`config.mk`:
```
export PLATFORM = sky130hd
export DESIGN_NAME = router_read_sched
export DESIGN_NICKNAME = d
export VERILOG_FILES = /design/src/rtl/router_read_sched.sv
export SDC_FILE = /design/constraint.sdc
export NUM_CORES = 1
export LEC_CHECK = 0
export CAP_MARGIN = 20
export CORE_AREA = 2 2 59 61
export CTS_BUF_LIST = sky130_fd_sc_hd__clkbuf_4 sky130_fd_sc_hd__clkbuf_8 sky130_fd_sc_hd__clkbuf_16
export CTS_CLUSTER_DIAMETER = 60
export DETAILED_ROUTE_END_ITERATION = 10
export DIE_AREA = 0 0 61 63
export GPL_ROUTABILITY_DRIVEN = 0
export PLACE_DENSITY_LB_ADDON = 0.05
export SYNTH_ARGS = -nofsm -noshare
export SYNTH_HDL_FRONTEND = slang
export SYNTH_SLANG_ARGS = --single-unit
```
`constraint.sdc`:
```
create_clock -name clock -period 2.4 [get_ports clock]
set_clock_uncertainty 0.1 [all_clocks]
set_input_delay 0.36 -clock clock [delete_from_list [all_inputs] [get_ports clock]]
set_output_delay 0.36 -clock clock [all_outputs]
set_load 0.1 [all_outputs]
```
`src/rtl/router_read_sched.sv`:
```
// router_read_sched
//   Output-side read scheduler for the three-port router. It grants one
//   non-empty output FIFO at a time and drains exactly one packet (header,
//   payload, parity) from it. Each packet goes onto a single merged byte
//   stream that carries start/end markers and the source port number.
//
// Ports
//   clock, resetn              system clock, async active-low reset
//   valid_out_0/1/2            FIFO x non-empty
//   data_out_0/1/2             FIFO x read data (valid the cycle after read)
//   out_ready                  downstream credit for the byte returned next cycle
//   read_enb_0/1/2             FIFO x read strobe (only the granted port)
//   out_data/out_valid         merged stream beat
//   out_sop/out_eop            header / parity beat markers
//   out_port                   source FIFO of the current beat
//   abort                      one-cycle pulse: packet truncated by FIFO underflow
//
// Build option
//   ARB_FIXED_PRIO_EN          defined: fixed priority 0 > 1 > 2
//                              undefined: round-robin starting after last grant

module router_read_sched #(
   parameter int DATA_WIDTH = 8
) (
   input  logic                  clock,
   input  logic                  resetn,
   input  logic                  valid_out_0,
   input  logic                  valid_out_1,
   input  logic                  valid_out_2,
   input  logic [DATA_WIDTH-1:0] data_out_0,
   input  logic [DATA_WIDTH-1:0] data_out_1,
   input  logic [DATA_WIDTH-1:0] data_out_2,
   input  logic                  out_ready,
   output logic                  read_enb_0,
   output logic                  read_enb_1,
   output logic                  read_enb_2,
   output logic [DATA_WIDTH-1:0] out_data,
   output logic                  out_valid,
   output logic                  out_sop,
   output logic                  out_eop,
   output logic [1:0]            out_port,
   output logic                  abort
);

   // state | meaning
   // IDLE  | waiting for any non-empty FIFO; grant is chosen here
   // HEAD  | header read issued once out_ready allows it
   // LEN   | header visible on data_out_gnt; load remaining-byte counter
   // BODY  | stream payload + parity, down-counting rem to the last read

   localparam int REM_W = DATA_WIDTH - 1;

   typedef enum logic [1:0] {
      IDLE = 2'd0,
      HEAD = 2'd1,
      LEN  = 2'd2,
      BODY = 2'd3
   } state_t;

   state_t                  state;
   logic [1:0]              gnt;
   logic [1:0]              next_gnt;
   logic [REM_W-1:0]        rem;
   logic [2:0]              valid_vec;
   logic                    gnt_valid;
   logic [DATA_WIDTH-1:0]   gnt_data;
   logic [DATA_WIDTH-3:0]   hdr_len;
   logic                    rd_fire;

   assign valid_vec = {valid_out_2, valid_out_1, valid_out_0};

   always_comb begin
      gnt_valid = 1'b0;
      gnt_data  = '0;
      case (gnt)
         2'd0: begin gnt_valid = valid_out_0; gnt_data = data_out_0; end
         2'd1: begin gnt_valid = valid_out_1; gnt_data = data_out_1; end
         2'd2: begin gnt_valid = valid_out_2; gnt_data = data_out_2; end
         default: ;
      endcase
   end

   assign hdr_len = gnt_data[DATA_WIDTH-1:2];

   // The read strobe has to follow out_ready and valid_out in the same cycle
   // (no skid buffer downstream), so it is decoded from the registered state.
   always_comb begin
      rd_fire = 1'b0;
      case (state)
         HEAD:    rd_fire = out_ready;
         BODY:    rd_fire = out_ready & gnt_valid;
         default: rd_fire = 1'b0;
      endcase
   end

   assign read_enb_0 = rd_fire && (gnt == 2'd0);
   assign read_enb_1 = rd_fire && (gnt == 2'd1);
   assign read_enb_2 = rd_fire && (gnt == 2'd2);

   // FIFO data arrives one cycle after the read, exactly when out_valid is up,
   // so the merged byte is a straight mux; gnt still points at the old port
   // during the IDLE cycle that carries the last beat.
   assign out_data = out_valid ? gnt_data : '0;
   assign out_port = gnt;

`ifdef ARB_FIXED_PRIO_EN
   always_comb begin
      if (valid_vec[0])      next_gnt = 2'd0;
      else if (valid_vec[1]) next_gnt = 2'd1;
      else                   next_gnt = 2'd2;
   end
`else
   logic [1:0] last_gnt;

   function automatic logic [1:0] rr_pick(input logic [2:0] v, input logic [1:0] last);
      logic [1:0] cand;
      logic [1:0] pick;
      logic       found;
      cand  = last;
      pick  = last;
      found = 1'b0;
      for (int i = 0; i < 3; i++) begin
         cand = (cand == 2'd2) ? 2'd0 : cand + 2'd1;
         if (!found && v[cand]) begin
            pick  = cand;
            found = 1'b1;
         end
      end
      return pick;
   endfunction

   always_comb next_gnt = rr_pick(valid_vec, last_gnt);

   // Starts at port 2 so the first search after reset begins at port 0.
   always_ff @(posedge clock or negedge resetn) begin
      if (!resetn)
         last_gnt <= 2'd2;
      else if (state == IDLE && |valid_vec)
         last_gnt <= next_gnt;
   end
`endif

   always_ff @(posedge clock or negedge resetn) begin
      if (!resetn) begin
         state     <= IDLE;
         gnt       <= 2'd0;
         rem       <= '0;
         out_valid <= 1'b0;
         out_sop   <= 1'b0;
         out_eop   <= 1'b0;
         abort     <= 1'b0;
      end else begin
         out_valid <= rd_fire;
         out_sop   <= rd_fire && (state == HEAD);
         out_eop   <= rd_fire && (state == BODY) && (rem == REM_W'(1));
         abort     <= 1'b0;
         case (state)
            IDLE: begin
               if (|valid_vec) begin
                  gnt   <= next_gnt;
                  state <= HEAD;
               end
            end
            HEAD: begin
               if (out_ready)
                  state <= LEN;
            end
            LEN: begin
               // payload bytes plus the trailing parity byte
               rem   <= REM_W'(hdr_len) + REM_W'(1);
               state <= BODY;
            end
            BODY: begin
               if (!gnt_valid) begin
                  abort <= 1'b1;
                  rem   <= '0;
                  state <= IDLE;
               end else if (out_ready) begin
                  rem <= rem - REM_W'(1);
                  if (rem == REM_W'(1))
                     state <= IDLE;
               end
            end
            default: state <= IDLE;
         endcase
      end
   end

endmodule

```
# Word level (Yosys, flattened, before mapping)

Index checks and enable logic that the tools add are counted.

Add/subtract/negate cells: 5
$lt $le $gt $ge: 3
Equality and inequality tests: 13
Multiplexer cells: 29
Bitwise operators: 1
Reductions and logical operators: 18

Operator list:

| kind                | count |
|---|---|
| $pmux 8 s3          | 1 |
| $mux 2              | 11 |
| $mux 7              | 2 |
| $pmux 7 s2          | 1 |
| $eq 2x2->1 const B  | 6 |
| $logic_and 1x1->1   | 9 |
| $lt 2x3->1 const B  | 3 |
| $mux 8              | 1 |
| $pmux 2 s4          | 1 |
| $add 6x1->7 const B | 1 |
| $eq 7x1->1 const B  | 1 |
| $mux 1              | 7 |
| $sub 7x1->7 const B | 1 |
| $add 2x1->2 const B | 3 |
| $bmux 1 s2          | 3 |
| $eq 2x1->1 const B  | 2 |
| $logic_not 2->1     | 2 |
| $reduce_and 2->1    | 2 |
| $reduce_and 4->1    | 1 |
| $ne 3x2->1 const B  | 1 |
| $ne 3x3->1 const B  | 1 |
| $pmux 1 s3          | 1 |
| $reduce_or 3->1     | 1 |
| $logic_not 1->1     | 2 |
| other kinds (5)     | 5 |

Register bits after elaboration: 17
Bits of input ports: 30
Output and inout bits: 17
Word-level logic and storage cells: 77

# Logic depth before layout (Yosys ltp)

Gate-level depths: netlist of run 1.

Depth in word-level cells: 11
Depth in mapped cells: 10
Depth with buffers taken out: 8

# Worst setup path before layout of run 1

OpenSTA, ideal clock, no wires.

Kind: register to output
From: register gnt[1], in the netlist out_port[1]
To: output port read_enb_2
Arrival time: 4.043 ns
Data required time: 1.940 ns
Slack: -2.103 ns
Cell stages (with the launch flop): 7
Path buffers: 1
Cell sequence: dfrtp_1 > buf_4 > mux2i_1 > o2bb2ai_1 > and2_1 > o21ai_0 > nor3b_1

Longest elaborated chain between the ends: 5
Elaborated cells between the ends (all ways): 7
Classes of those cells: eq/ne: 2; mux: 2; bitwise: 1; reduce/logical: 2

Ends and longest elaborated chain:

| element                            | RTL line | text |
|---|---|---|
| start, declared                    | 61       | `logic [1:0] gnt;` |
| start signal, assigned             | 160      | `gnt <= next_gnt;` |
| $eq 2x2->1 (tied with other cells) | 75, 98   |  |
| $pmux 1 s3                         | 75       | `case (gnt)` |
| $and 1x1->1                        | 91       | `BODY: rd_fire = out_ready & gnt_valid;` |
| $pmux 1 s2                         | 89       | `case (state)` |
| $logic_and 1x1->1 *                | 98       | `assign read_enb_2 = rd_fire && (gnt == 2'd2);` |
| end, declared                      | 36       | `output logic read_enb_2,` |

Every way passes the cells marked *; elsewhere a longest branch is shown, timed or not.

# Worst setup path after layout of run 1

Same ends and word-level chain as after synthesis.

==> impl_metrics.toml, run 1 <==
[global_routing]
grt_overflow = 0
grt_pass1_vias = 1482
antenna_found_initial = 0
grt_max_degree = 17
grt_pass1_wl_um = 6930
grt_use_total_pct = 24.1

[timing]
period_needed_ns = 2.35
worst_slew_pin_slew_ns = 0.793
setup_violations = 0
drv_slew = 0
grt_setup_unrepaired = "true"
fmax_ghz = 0.426
setup_ws_ns = 0.0504
fin_crit_sh_pct = 97.9
timing.slew.headroom_pct = 47.0
hold_viol = 0

[layout]
final_common_cell = "clkdlybuf4s50_1"
final_cell_mix = "29 x clkdlybuf4s50_1, 21 x buf_4, 14 x inv_1"
drive_gt1_share_pct = 29.6
diodes = 0
fin_util_pct = 69.8
nets = 264
num-fill-cells = 260
area_growth_syn_to_layout_pct = 61.3

[synthesis]
synth_warnings = 0
syn_area_per_cell_sq_um = 8.28
ys_types = 44
syn_area_sq_um = 1400
synthTopCellsByArea = "dfrtp_1 27%, ha_1 6.3%, mux2i_1 5.7%"
synth-main-ff-cell = "dfrtp_1"
synth_edf_count = 0
synthCells = 169
syn-num-nets = 206
ys_ff_latch = 16
ys_seq_area_share_pct = 28.7
yosys.area.top_type = "dfrtp_1"
synthArstFlopShare_pct = 100
synth_top_area_share_pct = 26.8

[critical_path]
path_cells = "nor2b_4 > o2bb2ai_2 > and2_4 > o21ai_4 > nor3b_4 > buf_12"
critPathKind = "reg -> out"
r2r_setup_slack_ns = 0.23
slowest_delay_ns = 0.56
crit_path_max_fanout = 7
end_kind = "output pin"
r2r_start = "out_port[1]$_DFFE_PN0P_"
critPathRequiredTime_ns = 1.94
r2r_end = "rem[4]$_DFFE_PN0P_"
start_kind = "flop"
rr_worst_depth = 8
arrival_ns = 1.89
critPathSlowestCell = "dfrtp_4"

[clocking]
cts_hold_buf = 0
cts_max_level = 1
cts_sinks = 16
clk_latency_ns = 0.30
path_clk_slew_ns = 0.10
cts_max_path_buffers = 2
numCtsBuffers = 3
cts_tree = "built"
clock-root-buffer = "clkbuf_4"

[floorplan]
core_area_sq_um = 3230
rows = 21
start_util_pct = 43.3
die_h_um = 63
die_x_um = 61
io_pins = 47
die-area_sq_um = 3840

[pwr]
p_leak_nw = 0.967
power_density_nw_per_um2 = 1440
vdd_drop_max_v = 0.000809

[routing]
drt_iter0_drc = 113
vias_per_cell = 5.47
post_drt_wl_per_cell_um = 15.8
dr.pass1.iters = 4
num_vias = 1488
routed_wirelength_um = 4300
antenna_left = 0
drc = 0

[place]
dp_slack_ns = 0.0423
port_buffers = 46
place_hpwl_um = 3470

[min_path]
min_path_type = "in -> async"

[status]
status = "complete, no violations"

[flow_run]
maxCapViolCount = 0
==> final cells by class <==
cell class	instances	area [sq um]	area share, %
multi-input cells	129	1000	44.4
repair buffers	63	699	31.0
flip-flops and latches	16	408	18.1
well taps	46	57.6	2.55
inverters	14	52.6	2.33
clock buffers	4	36.3	1.61
==> stage by stage <==
stage	power (W)	area [sq um]	TNS [ns]	hold WS, ns	instances
floorplan	0.00229	1500	-0.844	-0.0356	169
global placement	0.00292	2170	0	0.420	266
detailed placement	0.00298	2170	0	0.424	266
CTS	0.00320	2230	-0.0418	0.420	272
global route	0.00345	2260	-0.0693	0.478	272
finish	0.00324	2260	0	0.412	272
==> Yosys cell counts (3+ instances only) <==
master	number
nor2_1	16
dfrtp_1	15
inv_1	14
a21oi_1	10
nand2_1	10
o21ai_0	10
mux2i_1	8
ha_1	7
nand3_1	6
and2_1	5
nor3_1	5
a31oi_1	4
clkbuf_1	4
a22o_1	3
buf_4	3
mux2_2	3
o22a_1	3
or3_1	3
==> timing repair <==
item,in CTS,in global routing
endpoints found under the setup margin,3,6
resized for setup,2,5
pin swaps,2,4
buffers inserted,2,0
==> worst max-delay path by stage <==
stage,startpoint,end,slack [ns]
floorplan,out_port[1]$_DFFE_PN0P_,read_enb_2,-0.32
global placement,data_out_2[2],rem[4]$_DFFE_PN0P_,0.09
detailed placement,valid_out_0,read_enb_2,0.04
CTS,out_port[1]$_DFFE_PN0P_,out_data[6],-0.02
global route,out_port[1]$_DFFE_PN0P_,read_enb_2,-0.04
finish,out_port[1]$_DFFE_PN0P_,read_enb_2,0.05
==> power breakdown <==
group	internal [W]	leakage, nW	switching, W
Combinational	0.00100	0.751	0.00150
Clock	0.0000927	0.0210	0.0000960
Sequential	0.000403	0.196	0.000145
==> routing by layer <==
layer	GRT usage (%)	share of wire, %
met4	5.98	1.1
met3	3.11	4.9
met5	0	0
met2	42.1	54
met1	30.4	40
==> flip-flops by register name, summed over array words and instances (netlist names) <==
signal	count
out_eop	1
rem	7
out_port	1
out_sop	1
abort	1
state	2
last_gnt	2
out_valid	1
==> worst max-delay path, delay by kind of cell (launching register included) <==
| family | cells | cell delay (ns) |
|---|---|---|
| buf+inv | 1 | 0.20 |
| compound gates | 2 | 0.22 |
| simple gates | 3 | 0.60 |
| flops | 1 | 0.56 |
==> cell families (layout without fill, tap and decap cells) <==
group	count (synthesis)	count (layout)	share of synthesized area, %
flip-flops	16	16	28.7
AND/OR/NAND/NOR	56	56	20.2
multiplexers	11	11	8.14
AO/OA/AOI/OAI	52	52	26.4
buffers and inverters	24	81	8.41
XOR/XNOR	3	3	1.88
adder cells (fa/ha/maj)	7	7	6.26
Power figures use the tool's default switching activity.
==> run 2: changes to the inputs <==
Settings changed: CELL_PAD_IN_SITES_DETAIL_PLACEMENT set to 0, CELL_PAD_IN_SITES_GLOBAL_PLACEMENT set to 1, CORE_AREA 2 2 59 61 to 2 2 69 71, DIE_AREA 0 0 61 63 to 0 0 71 73.
==> run 2 against run 1 <==
Against the previous run: worst setup slack better by 0.057 ns; utilization decreased by 19 points; routed wire length shrank 4.4%; clock power grew 33%; hold slack got worse by 0.091 ns; power rose by 2.4%; design area up 1.9%; register-to-register slack lost 0.05 ns; non-clock buffer count increased by 4; via count fell by 0.60%; cell count up 4.4%; critical endpoint unchanged; highest routed layer unchanged.
==> impl_metrics.toml, run 2 (same netlist as run 1, synthesis figures left out) <==
[status]
status = "complete, no violations"

[timing]
drv_slew = 0
setup_violations = 0
fmax_ghz = 0.436
timing.slew.headroom_pct = 67.1
tns_ns = 0
grt_setup_unrepaired = "false"
worst_hold_slack_ns = 0.321
hold_viol = 0
worst_slew_pin_slew_ns = 0.489
period_needed_ns = 2.29
fin_crit_sh_pct = 95.5

[pwr]
p_leak_nw = 1.02
p_int_w = 0.00158
seqPwrFrac_pct = 16.1
power_density_nw_per_um2 = 1440
pwr-share-comb_pct = 76.4
vdd_drop_max_v = 0.000865
power.net_switching_w = 0.00174
switching_share_pct = 52.4
clockPowerShare_pct = 7.6

[clocking]
numCtsBuffers = 3
clock-root-buffer = "clkbuf_8"
cts_sinks = 16
path_clk_slew_ns = 0.07
cts_max_path_buffers = 2
cts_max_level = 1
cts_tree = "built"
clk_latency_ns = 0.26

[layout]
nets = 268
multi_input_area_sq_um = 977
area_growth_syn_to_layout_pct = 64.4
largestRegisters = "rem x7, last_gnt x2, state x2"
final_common_cell = "clkdlybuf4s50_1"
largest_reg_flops = 7
num-fill-cells = 420
drive_gt1_share_pct = 29.6
top_register = "rem"
diodes = 0
fin_cells = 284
final_cell_mix = "27 x clkdlybuf4s50_1, 24 x buf_4, 14 x inv_1"
fin_util_pct = 50.7
regArea_sq_um = 407

[critical_path]
critPathSlowestCell = "dfrtp_4"
end_kind = "output pin"
critPathRequiredTime_ns = 1.94
critPathKind = "reg -> out"
rr_worst_depth = 9
crit_path_max_fanout = 7
arrival_ns = 1.83
start_kind = "flop"
path_cells = "mux2i_1 > o2bb2ai_2 > and2_4 > o21ai_4 > nor3b_4 > buf_12"
r2r_setup_slack_ns = 0.18
slowest_delay_ns = 0.54
r2r_end = "rem[4]$_DFFE_PN0P_"
r2r_start = "out_port[1]$_DFFE_PN0P_"

[global_routing]
grt_use_total_pct = 16.9
grt_pass1_vias = 1455
antenna_found_initial = 0
grt_max_degree = 20
grt_pass1_wl_um = 6930
grt_overflow = 0

[routing]
routed_wirelength_um = 4110
antenna_left = 0
drc = 0
drt_iter0_drc = 63
num_vias = 1479
post_drt_wl_per_cell_um = 14.5
dr.pass1.iters = 5
vias_per_cell = 5.21

[floorplan]
io_pins = 47
die-area_sq_um = 5180
core_area_sq_um = 4540
die_h_um = 73
rows = 25
die_x_um = 71
start_util_pct = 30.8

[place]
port_buffers = 46
place_hpwl_um = 3190
place_inst = 274

[flow_run]
maxCapViolCount = 0

[min_path]
min_path_type = "in -> async"
==> run 2: changes by cell type in the layout (fill, tap and decap cells not counted), moves of 2 or more <==
cell             change
dlymetal6s2s_1       +2
mux2i_4              -2
mux2i_1              +2
buf_4                +3
clkbuf_8             +3
clkdlybuf4s50_1      -2
clkbuf_4             -3
==> run 2: power by group through the flow <==
stage | registers (W) | logic, W | clock network, W
4_1_cts | 0.000559 | 0.00248 | 0.000255
2_1_floorplan | 0.000692 | 0.00160 | 0
3_3_place_gp | 0.000557 | 0.00242 | 0
5_1_grt | 0.000556 | 0.00274 | 0.000266
3_5_place_dp | 0.000563 | 0.00244 | 0
6_report | 0.000533 | 0.00253 | 0.000251
==> run 2: stage by stage <==
stage	total power, W	area (sq um)	worst slack (ns)
after floorplan	0.00229	1500	-0.321
after global placement	0.00298	2190	0.0694
after detailed placement	0.00300	2190	0.0457
after CTS	0.00329	2270	0.00889
after global routing	0.00356	2300	0.00250
final	0.00332	2300	0.107
==> run 2: worst max path at each step <==
stage	startpoint	endpoint	slack (ns)	cells past startpoint
after global placement	valid_out_0	read_enb_2	0.07	7
final	out_port[1]$_DFFE_PN0P_	read_enb_2	0.11	6
after detailed placement	data_out_0[2]	rem[4]$_DFFE_PN0P_	0.05	9
after global routing	out_port[1]$_DFFE_PN0P_	rem[4]$_DFFE_PN0P_	0.003	9
after CTS	out_port[1]$_DFFE_PN0P_	read_enb_2	0.009	6
after floorplan	out_port[1]$_DFFE_PN0P_	read_enb_2	-0.32	7
==> run 2: area by class of cell <==
| cell class | instances | area share, % |
|---|---|---|
| Clock buffer | 4 | 2.39 |
| Inverter | 14 | 2.29 |
| Timing Repair Buffer | 67 | 32.2 |
| Sequential cell | 16 | 17.7 |
| Multi-Input combinational cell | 129 | 42.5 |
| Tap cell | 54 | 2.94 |
==> run 2: critical path, delay by kind of cell, from the launching register on <==
kind | cells | cell delay, ns
flops | 1 | 0.54
mux | 1 | 0.15
buf+inv | 1 | 0.20
simple gates | 2 | 0.43
compound gates | 2 | 0.25
==> run 2: layer usage <==
| metal | vias up | part of all wire [%] | track usage (%) |
|---|---|---|---|
| li1 | 734 | - | - |
| met1 | 685 | 45 | 21.4 |
| met2 | 55 | 48 | 28.8 |
| met3 | 5 | 5.7 | 2.90 |
| met4 | 0 | 1.5 | 6.29 |
| met5 | - | 0 | 0 |
==> run 2: timing repair <==
item | in CTS | in global routing
setup buffers | 2 | 4
hold buffers | 0 | 0
resized for setup | 1 | 2
pin swaps | 0 | 2
setup endpoints to repair | 2 | 8
==> run 3: changes to the inputs <==
Settings changed: CORE_AREA 2 2 69 71 to 2 2 57 59, DIE_AREA 0 0 71 73 to 0 0 59 61, DONT_BUFFER_PORTS set to 1, SETUP_SLACK_MARGIN set to 0.02.
Clock period 2.4 ns to 2.67 ns, I/O delays scaled along.
==> run 3 against run 2 <==
Against the previous run: sequential power up 11%; global-route usage up 4.9 points; hold slack worse by 0.22 ns; die area down 31%; sequential share of layout area up 4.8 points; design area down 21%; cell count down 23%; combinational power down 25%; routed wire length down 11%; sequential cell count unchanged; count of clock-buffer cells in the layout unchanged; clock power down 35%; critical path type unchanged.
==> impl_metrics.toml, run 3 (same netlist as run 1, synthesis figures left out) <==
[timing]
period_needed_ns = 2.47
drv_slew = 0
tns_ns = 0
hold_viol = 0
worst_slew_pin_slew_ns = 0.874
worst_hold_slack_ns = 0.0979
setup_ws_ns = 0.204
fmax_ghz = 0.406
setup_violations = 0
timing.slew.headroom_pct = 41.7
fin_crit_sh_pct = 92.3
grt_setup_unrepaired = "false"

[layout]
diodes = 0
design_area_sq_um = 1810
largestRegisters = "rem x7, last_gnt x2, state x2"
nets = 224
multi_input_area_sq_um = 956
drive_gt1_share_pct = 26.3
area_growth_syn_to_layout_pct = 29.1
fin_cells = 219
final_cell_mix = "14 x inv_1, 13 x dfrtp_1, 11 x nor2_1, 11 x buf_12, 11 x buf_4"
final_common_cell = "inv_1"
regArea_sq_um = 407
largest_reg_flops = 7
top_register = "rem"
num-fill-cells = 263

[pwr]
seqPwrFrac_pct = 22.3
clockPowerShare_pct = 6.2
power_density_nw_per_um2 = 1460
vdd_drop_max_v = 0.000682
switching_share_pct = 55.8
power.net_switching_w = 0.00147
p_leak_nw = 0.796
pwr-share-comb_pct = 71.5
p_int_w = 0.00117

[global_routing]
grt_use_total_pct = 21.8
grt_overflow = 0
grt_pass1_vias = 1332
antenna_found_initial = 0
grt_max_degree = 17
grt_pass1_wl_um = 6040

[clocking]
clk_latency_ns = 0.28
cts_sinks = 16
path_clk_slew_ns = 0.10
cts-resized-gates = 0
cts_tree = "built"
cts_max_level = 1
numCtsBuffers = 3
cts_max_path_buffers = 2
clock-root-buffer = "clkbuf_4"

[flow_run]
maxCapViolCount = 0

[place]
dp_slack_ns = 0.282
port_buffers = 0
postPlaceCellArea_sq_um = 1720
place_hpwl_um = 2930
place_inst = 209

[floorplan]
die-area_sq_um = 3600
io_pins = 47
die_x_um = 59
start_util_pct = 47.4
core_area_sq_um = 2950
die_h_um = 61
rows = 20

[critical_path]
start_kind = "flop"
crit_path_max_fanout = 11
end_kind = "output pin"
critPathKind = "reg -> out"
arrival_ns = 1.97
critPathRequiredTime_ns = 2.17

[routing]
vias_per_cell = 6.11
route.met3.wl_um = 181
dr_wl_met2_um = 1910
dr.pass1.iters = 4
maxUsedRoutingLayer = "met4"
antenna_left = 0
routed_wirelength_um = 3660
drt_iter0_drc = 91
wl_met1_um = 1520
post_drt_wl_per_cell_um = 16.7
drc = 0
num_vias = 1338

[min_path]
min_path_type = "in -> reg"

[status]
status = "complete, no violations"
==> run 3: critical path, cell delays in order (launching register included) <==
cell,delay (ns)
dfrtp_4,0.58
mux2i_1,0.17
o2bb2ai_2,0.18
and2_4,0.21
o21ai_4,0.11
nor3b_4,0.23
buf_12,0.20
==> run 3: cell type report <==
class	count	area share, %
Sequential cell	16	22.5
Clock buffer	4	2.01
Multi-Input combinational cell	129	52.9
Inverter	14	2.91
Timing Repair Buffer	23	17.3
Tap cell	33	2.29
==> run 3: timing repair <==
action | in CTS | in global routing
setup buffers | 0 | 5
endpoints found under the hold margin | 16 | 0
setup endpoints to repair | 0 | 1
hold buffers | 1 | 0
==> run 3: final timing paths <==
path | start | end | slack [ns] | cells after the start
setup / recovery | out_port[1]$_DFFE_PN0P_ | read_enb_2 | 0.20 | 6
hold / removal | valid_out_1 | last_gnt[1]$_DFFE_PN1P_ | 0.1 | 1
setup reg to reg | out_port[1]$_DFFE_PN0P_ | rem[4]$_DFFE_PN0P_ | 0.32 | 9
hold reg to reg | rem[6]$_DFFE_PN0P_ | rem[6]$_DFFE_PN0P_ | 0.45 | 1
max in group asynchronous | resetn | out_port[1]$_DFFE_PN0P_ | 1.38 | 1
min in group asynchronous | resetn | rem[4]$_DFFE_PN0P_ | 0.53 | 1
==> run 3: power by group through the flow <==
stage,logic [W],clock network [W],registers (W)
floorplan,0.00142,0,0.000621
global placement,0.00180,0,0.000585
detailed placement,0.00183,0,0.000597
CTS,0.00184,0.000170,0.000592
global route,0.00204,0.000177,0.000608
finish,0.00189,0.000162,0.000589
==> run 3: stage by stage <==
stage | util, % | total power [W]
after floorplan | - | 0.00204
after global placement | 58.3 | 0.00238
after detailed placement | 58.3 | 0.00243
after CTS | 59.9 | 0.00260
after global routing | 61.1 | 0.00282
final | 61.1 | 0.00264
==> run 3: per-layer routing <==
layer / vias up / GRT usage [%]
met2: 35 / 37.5
met3: 4 / 2.35
li1: 655 / -
met4: 0 / 6.82
met5: - / 0
met1: 644 / 28.8
